==> src/rtl/td_scheduler.sv <==
// rtl/td_scheduler.sv - round-robin arbiter/sequencer for the shared traffic/dice mux (optional hold preemption: TD_SCHED_PREEMPT_EN)
module td_scheduler #(
    parameter int TRAFFIC_CYCLES  = 8,
    parameter int DICE_MAX_CYCLES = 16,
    parameter int HOLD_CYCLES     = 4
) (
    input  logic       clk,
    input  logic       rst,
    input  logic       traffic_req,
    input  logic       dice_req,
    input  logic       roll,
    input  logic [2:0] result_in,
    output logic       sel,
    output logic       mux_rst,
    output logic       button,
    output logic [2:0] display,
    output logic       grant_traffic,
    output logic       grant_dice,
    output logic       busy
);

`ifdef TD_SCHED_PREEMPT_EN
    localparam bit PREEMPT = 1'b1;
`else
    localparam bit PREEMPT = 1'b0;
`endif

    localparam logic [7:0] TRAFFIC_LAST = 8'(TRAFFIC_CYCLES - 1);
    localparam logic [7:0] DICE_LAST    = 8'(DICE_MAX_CYCLES - 1);
    localparam logic [7:0] HOLD_LAST    = 8'(HOLD_CYCLES - 1);

    typedef enum logic [2:0] {
        S_IDLE,
        S_SWITCH,
        S_RUN_TRAFFIC,
        S_RUN_DICE,
        S_HOLD
    } state_t;

    state_t     state_q, state_d;
    logic       sel_q, sel_d;
    logic       last_owner_q, last_owner_d;   // 1 = traffic owned the last slot
    logic [7:0] cnt_q, cnt_d;
    logic       rolled_q, rolled_d;
    logic [2:0] display_q, display_d;
    logic       pick_traffic;
    logic       in_run;

    // Single request wins outright; a tie goes to whoever did not own the last slot.
    assign pick_traffic = traffic_req & (~dice_req | ~last_owner_q);
    assign in_run       = (state_q == S_RUN_TRAFFIC) || (state_q == S_RUN_DICE);

    // State and datapath registers; reset aborts any slot immediately.
    always_ff @(posedge clk or posedge rst) begin
        if (rst) begin
            state_q      <= S_IDLE;
            sel_q        <= 1'b0;
            last_owner_q <= 1'b0;
            cnt_q        <= 8'd0;
            rolled_q     <= 1'b0;
            display_q    <= 3'b000;
        end else begin
            state_q      <= state_d;
            sel_q        <= sel_d;
            last_owner_q <= last_owner_d;
            cnt_q        <= cnt_d;
            rolled_q     <= rolled_d;
            display_q    <= display_d;
        end
    end

    // Next-state logic: arbitration in IDLE, slot timing in RUN_*/HOLD.
    always_comb begin
        state_d      = state_q;
        sel_d        = sel_q;
        last_owner_d = last_owner_q;
        cnt_d        = cnt_q;
        rolled_d     = rolled_q;
        display_d    = in_run ? result_in : display_q;

        case (state_q)
            S_IDLE: begin
                if (traffic_req || dice_req) begin
                    sel_d        = pick_traffic;
                    last_owner_d = pick_traffic;
                    state_d      = S_SWITCH;
                end
            end
            S_SWITCH: begin
                cnt_d   = 8'd0;
                state_d = sel_q ? S_RUN_TRAFFIC : S_RUN_DICE;
            end
            S_RUN_TRAFFIC: begin
                cnt_d = cnt_q + 8'd1;
                if ((cnt_q == TRAFFIC_LAST) || !traffic_req) begin
                    state_d = S_IDLE;
                end
            end
            S_RUN_DICE: begin
                if (roll) begin
                    rolled_d = 1'b1;
                end
                if ((rolled_q && !roll) || (cnt_q == DICE_LAST)) begin
                    state_d = S_HOLD;
                    cnt_d   = 8'd0;
                end else begin
                    cnt_d = cnt_q + 8'd1;
                end
            end
            S_HOLD: begin
                cnt_d    = cnt_q + 8'd1;
                rolled_d = 1'b0;
                if ((cnt_q == HOLD_LAST) || (PREEMPT && traffic_req)) begin
                    state_d = S_IDLE;
                end
            end
            default: begin
                state_d = S_IDLE;
            end
        endcase
    end

    assign sel           = sel_q;
    assign display       = display_q;
    assign mux_rst       = (state_q == S_IDLE) || (state_q == S_SWITCH);
    assign button        = roll && (state_q == S_RUN_DICE);
    assign grant_traffic = sel_q && ((state_q == S_SWITCH) || (state_q == S_RUN_TRAFFIC));
    assign grant_dice    = !sel_q && ((state_q == S_SWITCH) || (state_q == S_RUN_DICE) ||
                                      (state_q == S_HOLD));
    assign busy          = (state_q != S_IDLE);

endmodule

==> config.mk <==
export PLATFORM = sky130hd
export DESIGN_NAME = td_scheduler
export DESIGN_NICKNAME = d
export VERILOG_FILES = /design/src/rtl/td_scheduler.sv
export SDC_FILE = /design/constraint.sdc
export NUM_CORES = 1
export LEC_CHECK = 0
export CAP_MARGIN = 20
export CELL_PAD_IN_SITES_DETAIL_PLACEMENT = 0
export CELL_PAD_IN_SITES_GLOBAL_PLACEMENT = 2
export CORE_UTILIZATION = 32
export DETAILED_ROUTE_END_ITERATION = 8
export PLACE_DENSITY = 0.85
export SLEW_MARGIN = 15
export SYNTH_ARGS = -nofsm -noshare
export SYNTH_HDL_FRONTEND = slang
export SYNTH_SLANG_ARGS = --single-unit
==> constraint.sdc <==
create_clock -name clk -period 1.8 [get_ports clk]
set_clock_uncertainty 0.05 [all_clocks]
set_input_delay 0.27 -clock clk [delete_from_list [all_inputs] [get_ports clk]]
set_output_delay 0.27 -clock clk [all_outputs]
set_load 0.05 [all_outputs]
==> summary.md <==
| Metric | Value |
|---|---|
| Gr usage total | 14.0% |
| DRT Pass-1 Iters | 5 |
| N_diodes | 0 |
| Final ANT Viol Nets | 0 |
| Vias post-DR | 810 |
| Max rail drop VDD | 0.000815 V |
| Chip width | 57.4 µm |
| Multi-input logic area | 549 µm² |
| HP Class | in2async |
| Number of synthesized register bits | 16 |
| Port Buffers | 16 |
| Initial Utilization | 34.7% |
| Clock Sinks | 16 |
| Asr flop ratio synth | 100% |
| Dpl cell area | 1230 µm² |
| Die Span Y | 57.4 µm |
| Hold_ws | 0.169 ns |
| PwrDens | 2020 nW/µm² |
| Total Power | 2.67 mW |
| Setup repair after global routing missed its margin | no |
| Global-route wire length before repair | 3460 µm |
| Arr. time, crit path | 1.84 ns |
| Mapped Cells | 96 |
| Seq/Total Area, Yosys | 40.8% |
| Io pins | 17 |
| Leak | 0.529 nW |
| Layout cells sized above 1 | 33.6% |
| Design area | 1330 µm² |
| Iter 0 DRT Violations | 33 |
| Initial antenna violation count | 0 |
| Setup_tns | 0 ns |
| Synth Warn # | 0 |
| Required time of the worst setup path | 1.92 ns |
| Mapped cell area | 982 µm² |
| Cells taking the most area after synthesis | dfrtp_1, nor4_4, xnor2_1, nor2_1, mux2_2 |
| Sequential cell area | 404 µm² |
| Vias per std cell | 5.29 |
| Max clock buf depth | 2 |
| Core area | 2830 µm² |
| Worst reg2reg setup slack | 0.08 ns |
| Crit path launch type | register |
| Clock latency at the later pin of the worst-skew pair | 0.28 ns |
| Period utilization | 95.6% |
| Commonest non-fill, non-tap cell in the layout | buf_4 |
| EDFF count, synth | 0 |
| Clk slew on worst S/H paths | 0.09 ns |
| Wire per inst | 13.7 µm |
| P&R area growth vs syn | 34.9% |
| Maximum number of pins on one net before global-route repair | 15 |
| CTS buffer count | 3 |
| Slew @ Worst Pin | 0.386 ns |
| Grt ovf | 0 |
| Failing checks | design-rule violations |
| Cell taking the most area after synthesis | dfrtp_1 |
| CTS tree | yes |
| Ys flop type | dfrtp_1 |
| DRC | 2 |
| Hpwl dp | 1550 µm |
| Rel. slew slack | 74.3% |
| Syn avg cell area | 10.2 µm² |
| Final setup violation count | 0 |
| Gp weighted congestion | 0.738 |
| Period minus WS final | 1.72 ns |
| H-tree depth | 1 |
| Post-synth top area share | 40.8% |
| Nature of the critical path endpoint | register |
| # rows | 19 |
| WL final | 2100 µm |
| Root buf cell | clkbuf_4 |
| Final Max Slew Viols | 0 |
| Mapped Nets | 105 |
| Commonest non-fill, non-tap cells in the layout | buf_4, dfrtp_1, nor2_1 |
| Max-Cap Viols | 0 |
| Die area | 3290 µm² |
| Final-stage net count | 132 |
| Vias in the first global route | 728 |
| Fin. Hold Viols | 0 |
| Status | finished with violations |
| Maximum net fanout on the critical path | 8 |
| Layout fillers | 283 |
| Fmax | 581 MHz |
| Netlist cell types | 35 |
| Crit path kind | reg2reg |
[synth_stat cells (2+ instances only)]
cell      number
dfrtp_1       16
nor2_1        12
xnor2_1        7
nand2_1        6
a31oi_1        5
o21ai_0        5
nand3_1        4
nor4_4         4
inv_1          3
mux2_2         3
nor3_1         3
a211oi_1       2
a21oi_1        2
buf_2          2
nor3b_1        2
[flip-flops by register name, summed over array words and instances (netlist names)]
signal / count
cnt_q: 8
rolled_q: 1
display: 3
last_owner_q: 1
state_q: 3
[through the flow]
step | cells | util [%] | worst slack, ns
final | 153 | 46.8 | 0.0798
after global routing | 153 | 46.8 | 0.00218
after CTS | 146 | 44.8 | 0.00291
after detailed placement | 142 | 43.5 | 0.118
after global placement | 142 | 43.5 | 0.123
after floorplan | 96 | - | 0.0306
[what timing repair did]
action	in CTS	in global routing
endpoints found under the setup margin	4	5
pin swaps	0	0
gates resized for setup	2	2
setup buffers	0	7
hold buffers	0	0
[critical path, stage by stage (launching register included)]
cell and delay (ns):
dfrtp_2 0.48, buf_2 0.18, buf_4 0.14, o21a_4 0.26, nor4_4 0.29, xnor2_1 0.15, nor2_1 0.06
[cell families after synthesis]
group	share of synthesized area, %
AOI/OAI and AO/OA	14.6
xor gates and xnor gates	7.13
DFF	40.8
buffers and inverters	4.97
muxes	4.46
and+or+nand+nor	26.8
adders and majority gates	1.27
[final cells by class]
class	instances	share of cell area, %
Sequential cell	16	30.5
Tap cell	31	2.93
Timing Repair Buffer	28	21.5
Inverter	3	0.850
Clock buffer	4	2.74
Multi-Input combinational cell	71	41.5
[layer usage]
metal	global-route usage, %	vias to the layer above	wire length, µm
met1	17.5	391	926
met4	5.23	0	22
li1	-	398	-
met2	23.4	19	1060
met3	3.40	2	87
met5	0	-	0
[worst paths after layout]
path / from / to / depth (start not counted)
worst min-delay path: rst / display[0]$_DFFE_PP0P_ / 2
worst min register to register: display[2]$_DFFE_PP0P_ / display[2]$_DFFE_PP0P_ / 1
min in group clk: display[2]$_DFFE_PP0P_ / display[2]$_DFFE_PP0P_ / 1
worst max register to register: state_q[1]$_DFFE_PP0P_ / cnt_q[7]$_DFFE_PP0P_ / 6
worst max-delay path: state_q[1]$_DFFE_PP0P_ / cnt_q[7]$_DFFE_PP0P_ / 6
max in group asynchronous: rst / state_q[1]$_DFFE_PP0P_ / 3
[report_power, final]
group	internal (mW)	switching, mW	leakage (nW)
Sequential	0.491	0.193	0.197
Clock	0.123	0.111	0.0210
Combinational	0.786	0.970	0.311
Note: power is estimated with default switching activity, not from simulation.
